--- src/rtl/golden_nonce_collector_if.sv ---
// Bundle between the mining cores, the golden-nonce collector and the host readout logic.
// Ticket strobes and nonces flow in; the queued {core, nonce} head flows out.
interface golden_nonce_collector_if #(
  parameter int unsigned NUM_CORES       = 4,
  parameter int unsigned FIFO_DEPTH_LOG2 = 4,
  parameter int unsigned CORE_W          = (NUM_CORES > 1) ? $clog2(NUM_CORES) : 1
);
  logic [NUM_CORES-1:0]      core_golden;
  logic [32*NUM_CORES-1:0]   core_nonce;
  logic                      out_valid;
  logic [31:0]               out_nonce;
  logic [CORE_W-1:0]         out_core;
  logic                      out_ready;
  logic [FIFO_DEPTH_LOG2:0]  fifo_count;
  logic [15:0]               drop_count;

  // Cores plus consumer side: drives strobes and ready, observes the queue.
  modport master (
    output core_golden,
    output core_nonce,
    output out_ready,
    input  out_valid,
    input  out_nonce,
    input  out_core,
    input  fifo_count,
    input  drop_count
  );

  // The collector itself.
  modport slave (
    input  core_golden,
    input  core_nonce,
    input  out_ready,
    output out_valid,
    output out_nonce,
    output out_core,
    output fifo_count,
    output drop_count
  );
endinterface

--- src/rtl/golden_nonce_collector.sv ---
// Captures golden-ticket strobes from NUM_CORES mining cores, arbitrates round-robin and queues
// {core index, nonce} in a first-word fall-through FIFO for the host readout logic.
module golden_nonce_collector #(
  parameter int unsigned NUM_CORES       = 4,
  parameter int unsigned FIFO_DEPTH_LOG2 = 4
) (
  input  logic                     hash_clk,
  input  logic                     reset,
  golden_nonce_collector_if.slave  bus
);

  localparam int unsigned CORE_W  = (NUM_CORES > 1) ? $clog2(NUM_CORES) : 1;
  localparam int unsigned DEPTH   = 1 << FIFO_DEPTH_LOG2;
  localparam int unsigned PTR_W   = FIFO_DEPTH_LOG2;
  localparam int unsigned CNT_W   = FIFO_DEPTH_LOG2 + 1;
  localparam int unsigned ENTRY_W = CORE_W + 32;

  // Capture stage
  logic [NUM_CORES-1:0] pending_q, pending_d;
  logic [31:0]          held_q [NUM_CORES];
  logic [31:0]          held_d [NUM_CORES];
  logic [15:0]          drop_q, drop_d;
  logic [4:0]           drop_num;
  logic [16:0]          drop_sum;

  // Arbiter
  logic [CORE_W-1:0]    rr_q, rr_d;
  logic                 grant_vld;
  logic [CORE_W-1:0]    grant_idx;
  logic [NUM_CORES-1:0] grant_oh;
  logic                 any_lo, any_hi;
  logic [CORE_W-1:0]    idx_lo, idx_hi;

  // FIFO
  logic [ENTRY_W-1:0]   mem_q [DEPTH];
  logic [PTR_W-1:0]     wr_ptr_q, wr_ptr_d;
  logic [PTR_W-1:0]     rd_ptr_q, rd_ptr_d;
  logic [CNT_W-1:0]     count_q, count_d;
  logic [ENTRY_W-1:0]   head_q, head_d;
  logic [ENTRY_W-1:0]   wr_entry;
  logic [31:0]          wr_nonce;
  logic                 full, push, pop, head_vld;

  // Round-robin: lowest pending index above the pointer, else lowest pending overall.
  always_comb begin
    any_lo    = 1'b0;
    any_hi    = 1'b0;
    idx_lo    = '0;
    idx_hi    = '0;
    grant_oh  = '0;
    full      = (count_q == CNT_W'(DEPTH));
    for (int i = int'(NUM_CORES) - 1; i >= 0; i--) begin
      if (pending_q[i]) begin
        any_lo = 1'b1;
        idx_lo = CORE_W'(i);
      end
      if (pending_q[i] && (CORE_W'(i) > rr_q)) begin
        any_hi = 1'b1;
        idx_hi = CORE_W'(i);
      end
    end
    grant_vld = any_lo && !full;
    grant_idx = any_hi ? idx_hi : idx_lo;
    for (int i = 0; i < int'(NUM_CORES); i++) begin
      grant_oh[i] = grant_vld && (grant_idx == CORE_W'(i));
    end
    rr_d = grant_vld ? grant_idx : rr_q;
  end

  always_comb begin
    wr_nonce = '0;
    for (int i = 0; i < int'(NUM_CORES); i++) begin
      if (grant_oh[i]) wr_nonce = held_q[i];
    end
    wr_entry = {grant_idx, wr_nonce};
  end

  // A core being granted this edge frees its slot, so a fresh strobe is recaptured, not dropped.
  always_comb begin
    pending_d = pending_q;
    held_d    = held_q;
    drop_num  = '0;
    for (int i = 0; i < int'(NUM_CORES); i++) begin
      if (bus.core_golden[i] && (!pending_q[i] || grant_oh[i])) begin
        pending_d[i] = 1'b1;
        held_d[i]    = bus.core_nonce[32*i +: 32];
      end else if (grant_oh[i]) begin
        pending_d[i] = 1'b0;
      end else if (bus.core_golden[i]) begin
        drop_num = drop_num + 5'd1;
      end
    end
    drop_sum = {1'b0, drop_q} + {12'd0, drop_num};
    drop_d   = drop_sum[16] ? 16'hFFFF : drop_sum[15:0];
  end

  // Head register tracks the next entry so out_* come straight from flops.
  always_comb begin
    head_vld = (count_q != '0);
    push     = grant_vld;
    pop      = head_vld && bus.out_ready;
    wr_ptr_d = wr_ptr_q + PTR_W'(push);
    rd_ptr_d = rd_ptr_q + PTR_W'(pop);
    count_d  = count_q + CNT_W'(push) - CNT_W'(pop);
    head_d   = head_q;
    if (count_d != '0) begin
      head_d = (push && (wr_ptr_q == rd_ptr_d)) ? wr_entry : mem_q[rd_ptr_d];
    end
  end

  always_ff @(posedge hash_clk or posedge reset) begin
    if (reset) begin
      pending_q <= '0;
      drop_q    <= '0;
      rr_q      <= CORE_W'(NUM_CORES - 1);
      wr_ptr_q  <= '0;
      rd_ptr_q  <= '0;
      count_q   <= '0;
      head_q    <= '0;
    end else begin
      pending_q <= pending_d;
      drop_q    <= drop_d;
      rr_q      <= rr_d;
      wr_ptr_q  <= wr_ptr_d;
      rd_ptr_q  <= rd_ptr_d;
      count_q   <= count_d;
      head_q    <= head_d;
    end
  end

  // Storage without reset: only read behind a pending bit or the FIFO count.
  always_ff @(posedge hash_clk) begin
    held_q <= held_d;
    if (push) mem_q[wr_ptr_q] <= wr_entry;
  end

  assign bus.out_valid  = head_vld;
  assign bus.out_nonce  = head_q[31:0];
  assign bus.out_core   = head_q[ENTRY_W-1:32];
  assign bus.fifo_count = count_q;
  assign bus.drop_count = drop_q;

endmodule

--- src/flat_wrapper.sv ---
// flat-port wrapper written by rule: the top's interface ports become plain ports
module golden_nonce_collector_flat 
#(
  parameter int unsigned NUM_CORES       = 4,
  parameter int unsigned FIFO_DEPTH_LOG2 = 4
)
  (hash_clk, reset, bus_core_golden, bus_core_nonce, bus_out_ready, bus_out_valid, bus_out_nonce, bus_out_core, bus_fifo_count, bus_drop_count);
  golden_nonce_collector_if #(.NUM_CORES(NUM_CORES), .FIFO_DEPTH_LOG2(FIFO_DEPTH_LOG2)) bus_i ();
  input  logic hash_clk;
  input  logic reset;
  input wire logic [$bits(bus_i.core_golden)-1:0] bus_core_golden;
  input wire logic [$bits(bus_i.core_nonce)-1:0] bus_core_nonce;
  input wire logic [$bits(bus_i.out_ready)-1:0] bus_out_ready;
  output wire logic [$bits(bus_i.out_valid)-1:0] bus_out_valid;
  output wire logic [$bits(bus_i.out_nonce)-1:0] bus_out_nonce;
  output wire logic [$bits(bus_i.out_core)-1:0] bus_out_core;
  output wire logic [$bits(bus_i.fifo_count)-1:0] bus_fifo_count;
  output wire logic [$bits(bus_i.drop_count)-1:0] bus_drop_count;
  assign bus_i.core_golden = bus_core_golden;
  assign bus_i.core_nonce = bus_core_nonce;
  assign bus_i.out_ready = bus_out_ready;
  assign bus_out_valid = bus_i.out_valid;
  assign bus_out_nonce = bus_i.out_nonce;
  assign bus_out_core = bus_i.out_core;
  assign bus_fifo_count = bus_i.fifo_count;
  assign bus_drop_count = bus_i.drop_count;
  golden_nonce_collector #(.NUM_CORES(NUM_CORES), .FIFO_DEPTH_LOG2(FIFO_DEPTH_LOG2)) u_core (.hash_clk(hash_clk), .reset(reset), .bus(bus_i));
endmodule
--- config.mk ---
export PLATFORM = sky130hd
export DESIGN_NAME = golden_nonce_collector_flat
export DESIGN_NICKNAME = d
export VERILOG_FILES = /design/src/rtl/golden_nonce_collector_if.sv /design/src/rtl/golden_nonce_collector.sv /design/src/flat_wrapper.sv
export SDC_FILE = /design/constraint.sdc
export NUM_CORES = 1
export LEC_CHECK = 0
export ABC_AREA = 1
export CORE_MARGIN = 1.5
export CORE_UTILIZATION = 35
export DETAILED_ROUTE_END_ITERATION = 7
export DONT_BUFFER_PORTS = 1
export PLACE_DENSITY = 0.55
export SYNTH_ARGS = -nofsm -noshare
export SYNTH_HDL_FRONTEND = slang
export SYNTH_SLANG_ARGS = --single-unit
--- constraint.sdc ---
create_clock -name hash_clk -period 5.9 [get_ports hash_clk]
set_clock_uncertainty 0.2 [all_clocks]
set_input_delay 0.59 -clock hash_clk [delete_from_list [all_inputs] [get_ports hash_clk]]
set_output_delay 0.59 -clock hash_clk [all_outputs]
set_load 0.03 [all_outputs]
* After elaboration in Yosys (flattened, before gate mapping)
Memory sizes are Yosys's and may differ from the RTL's. A register that Yosys moved wholly into a read port is not among the register bits.
Cells that the tools add are included.
** Storage, ports and cells
- Register bits :: 163
- Bits in latches :: 0
- RAM bits :: 544
- Bits in read-only memories :: 0
- Logic and storage cells :: 104
- Memories kept :: 1
** Operators by class
- Add/subtract/negate cells :: 8
- $mul :: 0
- Divide/modulo/power cells :: 0
- Magnitude comparators :: 4
- Eq/ne operators :: 4
- Shift-type cells :: 0
- Multiplexer cells :: 44
- Bitwise operators :: 0
- Reduce and logical (&&, ||, !) cells :: 30
** Memories
- u_core.mem_q :: words 16, bits a word 34, rd ports 1, clocked after Yosys merged registers in 1, write ports 1, RTL line golden_nonce_collector.sv:35 : logic [ENTRY_W-1:0] mem_q [DEPTH];
** Operators by type and width (number)
- $mux 32 :: 4
- $mux 5 :: 11
- $mux 1 :: 19
- $mux 2 :: 9
- $add 16x5->17 :: 1
- $mux 16 :: 1
- $add 5x1->5 const B :: 3
- $logic_and 1x1->1 :: 14
- $reduce_bool 5->1 :: 2
- $add 4x1->4 :: 2
- $reduce_bool 2->1 :: 4
- $add 5x1->5 :: 1
- $eq 5x5->1 const B :: 1
- $logic_not 1->1 :: 5
- $sub 5x1->5 :: 1
- $eq 2x2->1 const B :: 2
- $gt 1x2->1 const A :: 2
- $gt 2x2->1 const A :: 2
- $logic_or 1x1->1 :: 4
- $eq 2x1->1 const B :: 1
- $logic_not 2->1 :: 1

* Logic depth before layout (Yosys ltp)
Gate-level depths: netlist of run 1.
- Depth after elaboration :: 26
- Depth in mapped cells :: 32

* Worst setup path before layout of run 1
Ideal clock, no wire load.
- Path kind :: reg-to-reg
- Start point :: register u_core.rr_q[1]
- End point :: register u_core.drop_q[13], in the netlist u_core.bus.drop_count[13]
- Library setup time :: 0.126 ns
- Arrival :: 4.364 ns
- Data required time :: 5.574 ns
- Slack :: 1.210 ns
- Cell stages (with the launch flop) :: 32
- Clock period less this slack :: 4.690 ns
- Cells stage by stage :: dfstp_2 > inv_1 > nand3_1 > inv_1 > nor2_1 > nand2_1 > inv_2 > nand2_1 > nand3_1 > inv_1 > ha_1 > inv_1 > o211ai_1 > nand2_1 > inv_1 > ha_1 > nand2_1 > nand2_1 > ha_1 > or2_1 > o21ai_1 > inv_2 > ha_1 > nand3_1 > a21boi_0 > o21ai_0 > nor2_1 > nand3_1 > nor2_1 > nand2_1 > nand2_1 > nand3_1
** On the way
- Cells in the longest elaborated chain, start to end :: 26
** RTL lines
- start, declared :: RTL line golden_nonce_collector.sv:27 : logic [CORE_W-1:0] rr_q, rr_d;
- start signal, assigned :: RTL line golden_nonce_collector.sv:115 : rr_q <= CORE_W'(NUM_CORES - 1);
- start signal, assigned :: RTL line golden_nonce_collector.sv:123 : rr_q <= rr_d;
- $gt 2x2->1 :: RTL line golden_nonce_collector.sv:57 : if (pending_q[i] && (CORE_W'(i) > rr_q)) begin
- $logic_and 1x1->1 :: RTL line golden_nonce_collector.sv:57
- $mux 2 / $mux 1 (equally long branches) (4 in series) :: RTL line golden_nonce_collector.sv:57
- $mux 2 (*) :: RTL line golden_nonce_collector.sv:63 : grant_idx = any_hi ? idx_hi : idx_lo;
- via u_core.grant_idx[0] :: RTL line golden_nonce_collector.sv:29 : logic [CORE_W-1:0] grant_idx;
- $logic_not 2->1 :: RTL line golden_nonce_collector.sv:65 : grant_oh[i] = grant_vld && (grant_idx == CORE_W'(i));
- $logic_and 1x1->1 :: RTL line golden_nonce_collector.sv:65
- $logic_or 1x1->1 :: RTL line golden_nonce_collector.sv:84 : if (bus.core_golden[i] && (!pending_q[i] || grant_oh[i])) begin
- (+9 left out)
- $mux 5 :: RTL line golden_nonce_collector.sv:84
- $add 5x1->5 :: RTL line golden_nonce_collector.sv:90 : drop_num = drop_num + 5'd1;
- $mux 5 :: RTL line golden_nonce_collector.sv:89 : end else if (bus.core_golden[i]) begin
- $mux 5 :: RTL line golden_nonce_collector.sv:87 : end else if (grant_oh[i]) begin
- $mux 5 (*) :: RTL line golden_nonce_collector.sv:84
- $add 16x5->17 (*) :: RTL line golden_nonce_collector.sv:93 : drop_sum = {1'b0, drop_q} + {12'd0, drop_num};
- $mux 16 (*) :: RTL line golden_nonce_collector.sv:94 : drop_d = drop_sum[16] ? 16'hFFFF : drop_sum[15:0];
- via u_core.drop_d[13] :: RTL line golden_nonce_collector.sv:22 : logic [15:0] drop_q, drop_d;
- end signal, assigned :: RTL line golden_nonce_collector.sv:122 : drop_q <= drop_d;
- end, declared :: RTL line golden_nonce_collector.sv:22
The timed path passes the listed nets; every way through them passes the cells marked *.
A chain may end at the register's enable or synchronous reset.

* Final worst setup path of run 1
- Start point :: register u_core.count_q[2], in the netlist u_core.bus.fifo_count[2]
- End point :: register u_core.drop_q[13], in the netlist u_core.bus.drop_count[13]
** On the way
- Cells in the longest elaborated chain, start to end :: 21
** RTL lines
- start, declared :: RTL line golden_nonce_collector.sv:38 : logic [CNT_W-1:0] count_q, count_d;
- start signal, assigned :: RTL line golden_nonce_collector.sv:126 : count_q <= count_d;
- $eq 5x5->1 (*) :: RTL line golden_nonce_collector.sv:51 : full = (count_q == CNT_W'(DEPTH));
- $logic_not 1->1 (*) :: RTL line golden_nonce_collector.sv:62 : grant_vld = any_lo && !full;
- $logic_and 1x1->1 (*) :: RTL line golden_nonce_collector.sv:62
- $logic_and 1x1->1 :: RTL line golden_nonce_collector.sv:65
- $logic_or 1x1->1 :: RTL line golden_nonce_collector.sv:84
- $logic_and 1x1->1 :: RTL line golden_nonce_collector.sv:84
- $mux 5 :: RTL line golden_nonce_collector.sv:84
- $add 5x1->5 :: RTL line golden_nonce_collector.sv:90
- (+6 left out)
- $mux 5 :: RTL line golden_nonce_collector.sv:84
- $add 5x1->5 :: RTL line golden_nonce_collector.sv:90
- $mux 5 :: RTL line golden_nonce_collector.sv:89
- $mux 5 :: RTL line golden_nonce_collector.sv:87
- $mux 5 (*) :: RTL line golden_nonce_collector.sv:84
- $add 16x5->17 (*) :: RTL line golden_nonce_collector.sv:93
- $mux 16 (*) :: RTL line golden_nonce_collector.sv:94
- via u_core.drop_d[13] :: RTL line golden_nonce_collector.sv:22
Marks and branches as above.

==> results of run 1 <==
==> critical path: cells and delay by family (launching register included) <==
kind            cells  cell delay (ns)
buf+inv             5             0.35
simple gates       15             1.87
fa+ha+maj           5             1.34
compound gates      5             0.92
flops               1             0.53
==> per-stage QoR <==
stage	std cells	worst slack, ns	utilization	hold WS (ns)	area, µm²
6_report	3659	0.571	0.413	0.226	34600
3_3_place_gp	3391	0.697	0.371	0.268	31100
2_1_floorplan	2352	1.21	-	0.283	29700
3_5_place_dp	3391	0.634	0.371	0.269	31100
4_1_cts	3657	0.605	0.413	0.194	34600
5_1_grt	3659	0.118	0.413	0.239	34600
==> layout make-up <==
type	count	area, µm²	share of cell area
multi-input cells	1349	6950	0.201
clock inverters	35	195	0.00564
clock buffers	98	1990	0.0576
repair buffers	173	1670	0.0482
well taps	1134	1420	0.0410
inverters	127	483	0.0139
diodes	2	5.00	0.000145
flip-flops and latches	741	21900	0.633
==> cell families after synthesis <==
kind of cell	synth area share
buffers and inverters	0.0352
DFF	0.738
AOI/OAI and AO/OA	0.0914
adders and majority gates	0.00851
xor gates and xnor gates	0.00556
and+or+nand+nor	0.122
==> synth_stat cells (2+ instances only) <==
cell	number
a21oi_1	11
buf_1	5
buf_2	35
buf_4	5
clkbuf_1	90
clkinv_1	4
dfrtp_1	67
dfstp_2	2
edfxtp_1	672
fa_1	2
ha_1	17
inv_1	73
inv_2	50
nand2_1	352
nand3_1	160
nand3b_1	2
nand4_1	38
nor2_1	314
o211ai_1	4
o21ai_0	251
o21ai_1	37
o221ai_1	134
or2_2	4
xnor2_1	3
xor2_1	9
==> timing repair <==
action	CTS	global route
hold endpoints to repair	147	0
buffers inserted	0	0
hold buffers	133	0
==> path summary, 6_finish.rpt <==
check                                                       to  slack [ns]  cells past startpoint
min reg2reg                         u_core.rr_q[0]$_DFFE_PP1P_        0.33                      2
max                        u_core.bus.drop_count[13]$_DFF_PP0_        0.57                     30
min                               u_core.head_q[1]$_DFFE_PP0P_        0.23                      2
max reg2reg                u_core.bus.drop_count[13]$_DFF_PP0_        0.57                     30
min in group hash_clk       u_core.bus.drop_count[0]$_DFF_PP0_        0.31                      7
max in group asynchronous  u_core.bus.drop_count[13]$_DFF_PP0_        4.18                      3
==> sequential cells by signal, indices dropped and copies added, names as in the netlist <==
register,cells
u_core.rr_q,2
u_core.pending_q,4
u_core.rd_ptr_q,4
u_core.bus.drop_count,16
u_core.held_q,128
u_core.head_q,34
u_core.mem_q,544
u_core.wr_ptr_q,4
u_core.bus.fifo_count,5
==> per-layer routing <==
layer / vias to the layer above / GRT usage / wire [µm]
li1: 8783 / - / -
met1: 9747 / 0.234 / 32400
met2: 804 / 0.317 / 40000
met3: 140 / 0.0355 / 6290
met4: 0 / 0.0627 / 2040
met5: - / 0 / 0
==> results by group, run 1 <==
Outcome
  • Status: finished, final reports clean

Setup path
  • FF-to-FF Start: u_core.bus.fifo_count[2]$_DFF_PP0_
  • Worst setup path start: u_core.bus.fifo_count[2]$_DFF_PP0_
  • Kind of critical path: reg2reg
  • Crit-path most repeated cell: nand2_1
  • Crit path DAT: 5.61 ns
  • Slowest CP cell: dfrtp_1
  • Critical path fanouts, max: 4
  • Crit start category: flip-flop
  • CP required: 6.18 ns
  • Largest stage delay on the critical path: 0.53 ns
  • Worst Setup End Kind: flip-flop

Route
  • DRT antenna net count: 0
  • Vias: 19.5k
  • Drt pass-1 iters: 5
  • Post-route DRC: 0
  • Initial DRC count: 1639
  • Routed WL: 80700 µm
  • Routed len/inst: 22.1 µm
  • Via-to-Cell Ratio: 5.32

Synthesis
  • Mapped Cells: 2352
  • Synthesized Nets: 2506
  • Flops & latches, synth: 741
  • Ys Warns: 0
  • Synth Flop Type: edfxtp_1
  • Share of synthesized flip-flops with an asynchronous set or reset: 0.0931
  • Synthesized area: 29700 µm²
  • EDFF count, synth: 672
  • Synth top area cells: edfxtp_1, dfrtp_1, nand2_1
  • Synth top area share: 0.679
  • Synth area leader: edfxtp_1
  • Seq/Total Area, Yosys: 0.738
  • Synth cell types: 36
  • Synthesized area per cell: 12.6 µm²

GRT
  • Total GRT Usage: 0.185
  • First-pass GRT wire length: 120000 µm
  • Initial antenna violation count: 2
  • Largest net degree at the start of global routing: 201
  • Overflow after GRT: 0
  • Vias in the first global route: 19.6k

Clock tree
  • Clk buf depth: 3
  • Clock slew at reported path FFs: 0.06 ns
  • CTS tree: yes
  • Worst-Skew Late Latency: 0.61 ns
  • CTS root buf: clkbuf_16
  • Total CTS buffers: 72
  • Clock sinks: 741
  • Post_cts resized: 0
  • H-Tree Level Count: 3

Place
  • Quantity of I/O buffers inserted on ports: 0
  • RePlAce Congestion: 0.831
  • Post-DP HPWL: 44900 µm

Timing
  • Slew headroom: 0.187
  • Fin. max-slew vios: 0
  • Fmax achieved: 188 MHz
  • Minimum clock period: 5.33 ns
  • Final Cycle Share: 0.903
  • Setup TNS: 0 ns
  • RSZ-0062 raised after global routing: no
  • Final Setup Violations: 0
  • Final Hold Vio Count: 0
  • Slew @ Worst Pin: 1.22 ns

Floorplan
  • IO Pins: 191
  • Core footprint: 83800 µm²
  • Die Y: 294 µm
  • Row count: 106
  • Die area: 86600 µm²
  • Die Wd: 294 µm
  • Starting Density: 0.354

Finish
  • Fin nets: 2618
  • Layout area overhead: 16.6%
  • Most frequent cells in the layout: edfxtp_1, nand2_1, nor2_1
  • Fill count: 7756
  • Commonest non-fill, non-tap cell in the layout: edfxtp_1
  • Share of cells above drive strength 1: 0.0864

Run
  • Max_cap viols: 0

Worst hold path
  • Hold Crit Class: in2async
Power of run 1 is not shown: default switching activity piles up to over one toggle a cycle in this logic, so the estimate is an artifact.
==> run 2, diff against run 1 <==
--- a/config.mk
+++ b/config.mk
@@ -12,3 +12,3 @@
 export DONT_BUFFER_PORTS = 1
-export PLACE_DENSITY = 0.55
+export PLACE_DENSITY = 0.58
 export SYNTH_ARGS = -nofsm -noshare
==> constraint.sdc (replaced) <==
create_clock -name hash_clk -period 5.9 [get_ports hash_clk]
set_clock_uncertainty 0.2 [all_clocks]
set_input_delay 0.885 -clock hash_clk [delete_from_list [all_inputs] [get_ports hash_clk]]
set_output_delay 0.885 -clock hash_clk [all_outputs]
set_load 0.03 [all_outputs]
==> run 2 against run 1 <==
Net effect: global-route usage decreased by 0.64 points; count of clock-buffer cells in the layout decreased by 10; flip-flop and latch count unchanged; first-iteration DRC count increased by 12%; non-clock buffer count decreased by 132; critical path type unchanged; critical endpoint unchanged.
==> results by group, run 2 (synthesis results as in run 1) <==
Timing
  • Setup TNS: 0 ns (unchanged)
  • Final Hold Vio Count: 0 (unchanged)
  • RSZ-0062 raised after global routing: no
  • Slew @ Worst Pin: 1.23 ns (+0.0177 ns)
  • Minimum clock period: 5.25 ns (-0.0832 ns)
  • Final Setup Violations: 0 (unchanged)
  • Slew headroom: 0.175 (-0.0118)
  • Fmax achieved: 191 MHz (+1.6%)
  • Final Cycle Share: 0.889 (-0.0141)
  • Fin. max-slew vios: 0 (unchanged)
  • Final worst slack: 0.654 ns (+0.0832 ns)

Worst hold path
  • Hold Crit Class: in2reg
  • Hold EP: u_core.held_q[5]$_DFFE_PP_
  • Worst hold start: bus_core_nonce[101]
  • Hold Crit Depth: 0

Setup path
  • Critical path fanouts, max: 4 (unchanged)
  • Slowest CP cell: dfrtp_1
  • CP required: 6.19 ns (about the same)
  • Kind of critical path: reg2reg
  • R2R depth: 30 (unchanged)
  • Largest stage delay on the critical path: 0.55 ns (+0.02 ns)
  • FF-to-FF Start: u_core.bus.fifo_count[2]$_DFF_PP0_
  • Critical R2R Capture: u_core.bus.drop_count[13]$_DFF_PP0_
  • Buf/Inv on CP: 5 (unchanged)
  • Worst Setup End Kind: flip-flop
  • Critical Path Stages: 30 (unchanged)
  • Crit start category: flip-flop
  • Crit-path most repeated cell: nand2_1
  • Top delay family on crit path: simple AND/OR/NAND/NOR gates
  • Register-to-register path setup slack: 0.65 ns (+0.08 ns)
  • Crit path DAT: 5.54 ns (-0.07 ns)

Place
  • Post-DP HPWL: 44500 µm (-1.0%)
  • Place WS: 0.657 ns (+0.0234 ns)
  • Placed insts: 3391 (unchanged)
  • Quantity of I/O buffers inserted on ports: 0 (unchanged)
  • RePlAce Congestion: 0.834 (+0.41%)

GRT
  • Vias in the first global route: 18.7k (-4.5%)
  • First-pass GRT wire length: 116000 µm (-3.8%)
  • Overflow after GRT: 0 (unchanged)
  • Largest net degree at the start of global routing: 202 (+0.50%)
  • Total GRT Usage: 0.179 (-0.00643)
  • Initial antenna violation count: 2 (unchanged)

Route
  • DRT antenna net count: 0 (unchanged)
  • Routed WL: 78500 µm (-2.8%)
  • Vias: 18.9k (-3.0%)
  • Drt pass-1 iters: 7 (+2)
  • Initial DRC count: 1832 (+12%)
  • Via-to-Cell Ratio: 5.37 (+0.94%)
  • Routed len/inst: 22.3 µm (+1.1%)
  • Post-route DRC: 0 (unchanged)

Clock tree
  • Clock sinks: 741 (unchanged)
  • CTS root buf: clkbuf_16
  • Total CTS buffers: 69 (-4.2%)
  • Postcts setup bufs: 0 (unchanged)
  • CTS tree: yes
  • Post_cts resized: 0 (unchanged)
  • H-Tree Level Count: 3 (unchanged)
  • Clock slew at reported path FFs: 0.06 ns (about the same)
  • Clk buf depth: 3 (unchanged)
  • Post-CTS Hold Buffers: 1 (-99%)
  • Worst-Skew Late Latency: 0.62 ns (about the same)

Finish
  • Max reg flops: 544 (unchanged)
  • Top flop regs: u_core.mem_q x544, u_core.held_q x128, u_core.head_q x34
  • Commonest non-fill, non-tap cell in the layout: edfxtp_1
  • Share of cells above drive strength 1: 0.0940 (+0.00763)
  • Finished Layout Cells: 3518 (-3.9%)
  • Fill count: 7827 (+0.92%)
  • Fin nets: 2483 (-5.2%)
  • Most flop-heavy register: u_core.mem_q
  • Most frequent cells in the layout: edfxtp_1, nand2_1, nor2_1
  • Layout area overhead: 12.3%

Run
  • Max_cap viols: 0 (unchanged)

Floorplan
  • Core footprint: 83800 µm² (unchanged)
  • Starting Density: 0.354 (unchanged)
  • Die Y: 294 µm (unchanged)
  • Die area: 86600 µm² (unchanged)
  • Row count: 106 (unchanged)
  • IO Pins: 191 (unchanged)
  • Die Wd: 294 µm (unchanged)

Outcome
  • Status: finished, final reports clean
==> run 2: area by class of cell <==
| type | count | area, µm² | area share |
|---|---|---|---|
| sequential | 741 | 21900 | 0.657 |
| timing repair buffer | 41 | 385 | 0.0116 |
| clock inverter | 36 | 290 | 0.00870 |
| clock buffer | 88 | 1900 | 0.0570 |
| multi-input combinational | 1349 | 6950 | 0.209 |
| inverter | 127 | 483 | 0.0145 |
| tap | 1134 | 1420 | 0.0425 |
| antenna | 2 | 5.00 | 0.000150 |
==> run 2: worst max path at each step <==
stage | startpoint | end | slack (ns)
floorplan | u_core.rr_q[1]$_DFFE_PP1P_ | u_core.bus.drop_count[13]$_DFF_PP0_ | 1.21
global placement | u_core.bus.fifo_count[2]$_DFF_PP0_ | u_core.bus.drop_count[13]$_DFF_PP0_ | 0.70
detailed placement | u_core.bus.fifo_count[2]$_DFF_PP0_ | u_core.bus.drop_count[13]$_DFF_PP0_ | 0.66
CTS | u_core.bus.fifo_count[2]$_DFF_PP0_ | u_core.bus.drop_count[13]$_DFF_PP0_ | 0.63
global route | u_core.bus.fifo_count[2]$_DFF_PP0_ | u_core.bus.drop_count[13]$_DFF_PP0_ | 0.17
finish | u_core.bus.fifo_count[2]$_DFF_PP0_ | u_core.bus.drop_count[13]$_DFF_PP0_ | 0.65
==> run 2: metal layers <==
metal	wire length, µm	global-route usage	vias to the layer above
met5	0	0	-
met1	31700	0.228	9505
met2	38900	0.305	738
li1	-	-	8501
met3	5430	0.0281	155
met4	2450	0.0700	0
==> run 2: per-stage QoR <==
stage               hold slack, ns  area, µm²   util
floorplan                    0.283      29700      -
global placement             0.303      31100  0.372
detailed placement           0.331      31100  0.372
CTS                          0.138      33300  0.398
global route                 0.150      33300  0.398
finish                       0.165      33300  0.398
Power of run 2 is left out for the same reason.
==> run 3, diff against run 2 <==
RECOVER_POWER = 25   (was not set)
SKIP_CTS_REPAIR_TIMING = 1   (was not set)
==> run 3 against run 2 <==
Net effect: the run now ends with capacitance limit, slew limit left; critical path depth unchanged; global-route usage barely moved; worst hold slack got worse by 0.0032 ns; count of clock-buffer cells in the layout is the same; first-iteration DRC count rose by 0.87%; flip-flop and latch count unchanged; sequential share of layout area is 0.17 points higher; setup slack gained 0.077 ns.
==> results by group, run 3 (synthesis results as in run 1) <==
Finish
  • Fill count: 7839 (+0.15%)
  • Commonest non-fill, non-tap cell in the layout: edfxtp_1
  • Most flop-heavy register: u_core.mem_q
  • Top flop regs: u_core.mem_q x544, u_core.held_q x128, u_core.head_q x34
  • Post-layout instance area: 33300 µm² (-0.26%)
  • Fin nets: 2483 (unchanged)
  • Most frequent cells in the layout: edfxtp_1, nand2_1, nor2_1
  • Max reg flops: 544 (unchanged)
  • Fin util: 0.397 (-0.00101)
  • Share of cells above drive strength 1: 0.0877 (-0.00630)
  • Layout area overhead: 12.0%

Route
  • Post-route DRC: 0 (unchanged)
  • Initial DRC count: 1848 (+0.87%)
  • Vias: 18.8k (-0.33%)
  • Routed len/inst: 22.2 µm (-0.33%)
  • Drt pass-1 iters: 6 (-1)
  • DRT antenna net count: 0 (unchanged)
  • Routed WL: 78200 µm (-0.33%)
  • Via-to-Cell Ratio: 5.35 (-0.33%)

Clock tree
  • CTS root buf: clkbuf_16
  • CTS tree: yes
  • Clk buf depth: 3 (unchanged)
  • Total CTS buffers: 69 (unchanged)
  • Clock slew at reported path FFs: 0.06 ns (about the same)
  • Clock sinks: 741 (unchanged)
  • Worst-Skew Late Latency: 0.61 ns (about the same)
  • H-Tree Level Count: 3 (unchanged)

Floorplan
  • Starting Density: 0.354 (unchanged)
  • Die area: 86600 µm² (unchanged)
  • Core footprint: 83800 µm² (unchanged)
  • Die Wd: 294 µm (unchanged)
  • Row count: 106 (unchanged)
  • IO Pins: 191 (unchanged)
  • Die Y: 294 µm (unchanged)

Outcome
  • Failing checks: capacitance limit, slew limit
  • Status: finished, violations left

Place
  • Quantity of I/O buffers inserted on ports: 0 (unchanged)
  • Dpl cell area: 31100 µm² (unchanged)
  • RePlAce Congestion: 0.834 (unchanged)
  • Place WS: 0.657 ns (unchanged)
  • Post-DP HPWL: 44500 µm (unchanged)

Timing
  • Final Hold Vio Count: 0 (unchanged)
  • Final Setup Violations: 0 (unchanged)
  • Minimum clock period: 5.17 ns (-0.0773 ns)
  • Slew @ Worst Pin: 3.20 ns (+1.97 ns)
  • Setup TNS: 0 ns (unchanged)
  • Fin. max-slew vios: 169 (+169)
  • Slew headroom: -1.13 (-1.31)
  • RSZ-0062 raised after global routing: no
  • Final Cycle Share: 0.876 (-0.0131)
  • Final worst slack: 0.731 ns (+0.0773 ns)
  • Fmax achieved: 193 MHz (+1.5%)

GRT
  • Total GRT Usage: 0.179 (about the same)
  • Vias in the first global route: 18.7k (-0.0053%)
  • First-pass GRT wire length: 116000 µm (about the same)
  • Overflow after GRT: 0 (unchanged)
  • Initial antenna violation count: 2 (unchanged)
  • Largest net degree at the start of global routing: 202 (unchanged)

Setup path
  • Crit path DAT: 5.46 ns (-0.08 ns)
  • Crit start category: flip-flop
  • CP required: 6.19 ns (about the same)
  • Worst Setup End Kind: flip-flop
  • Top delay family on crit path: simple AND/OR/NAND/NOR gates
  • Crit-path most repeated cell: nand2_1
  • Largest stage delay on the critical path: 0.55 ns (about the same)
  • Critical path fanouts, max: 4 (unchanged)
  • Buf/Inv on CP: 5 (unchanged)
  • Slowest CP cell: dfrtp_1
  • Kind of critical path: reg2reg

Worst hold path
  • Hold Crit Class: in2reg

Run
  • Max_cap viols: 5 (+5)
[run 3: final timing paths]
check	slack [ns]	endpoint	cells past startpoint	startpoint
worst max-delay path	0.73	u_core.bus.drop_count[13]$_DFF_PP0_	30	u_core.bus.fifo_count[2]$_DFF_PP0_
worst min-delay path	0.16	u_core.held_q[5]$_DFFE_PP_	0	bus_core_nonce[101]
worst max register to register	0.73	u_core.bus.drop_count[13]$_DFF_PP0_	30	u_core.bus.fifo_count[2]$_DFF_PP0_
worst min register to register	0.33	u_core.rr_q[0]$_DFFE_PP1P_	2	u_core.rr_q[0]$_DFFE_PP1P_
max in group asynchronous	1.33	u_core.rd_ptr_q[1]$_DFF_PP0_	3	reset
min in group asynchronous	0.68	u_core.head_q[1]$_DFFE_PP0P_	2	reset
[run 3: cell type report]
cell class              count  area [µm²]  area share
flip-flops and latches    741       21900       0.659
multi-input cells        1349        6890       0.207
clock buffers              88        1900      0.0572
well taps                1134        1420      0.0427
inverters                 127         483      0.0145
repair buffers             41         367      0.0110
clock inverters            36         290     0.00873
diodes                      2        5.00    0.000150
[run 3: per-stage QoR]
| stage | std cells | hold slack, ns |
|---|---|---|
| finish | 3518 | 0.162 |
| global placement | 3391 | 0.303 |
| floorplan | 2352 | 0.283 |
| detailed placement | 3391 | 0.331 |
| global route | 3517 | 0.150 |
| CTS | 3515 | -0.104 |
[run 3: metal layers]
layer	wire, µm	share of wire	vias to the layer above	track usage
met1	31300	0.40	9411	0.228
met3	5560	0.071	162	0.0281
met5	0	0	-	0
li1	-	-	8495	-
met2	39000	0.50	768	0.305
met4	2420	0.031	0	0.0700
[run 3: worst reg2reg max path: cells and delay by family, from the launching register on]
kind	cells	cell delay, ns
compound gates	5	0.86
simple gates	15	1.78
fa+ha+maj	5	1.35
flops	1	0.55
buf+inv	5	0.33
Power of run 3 is left out for the same reason.
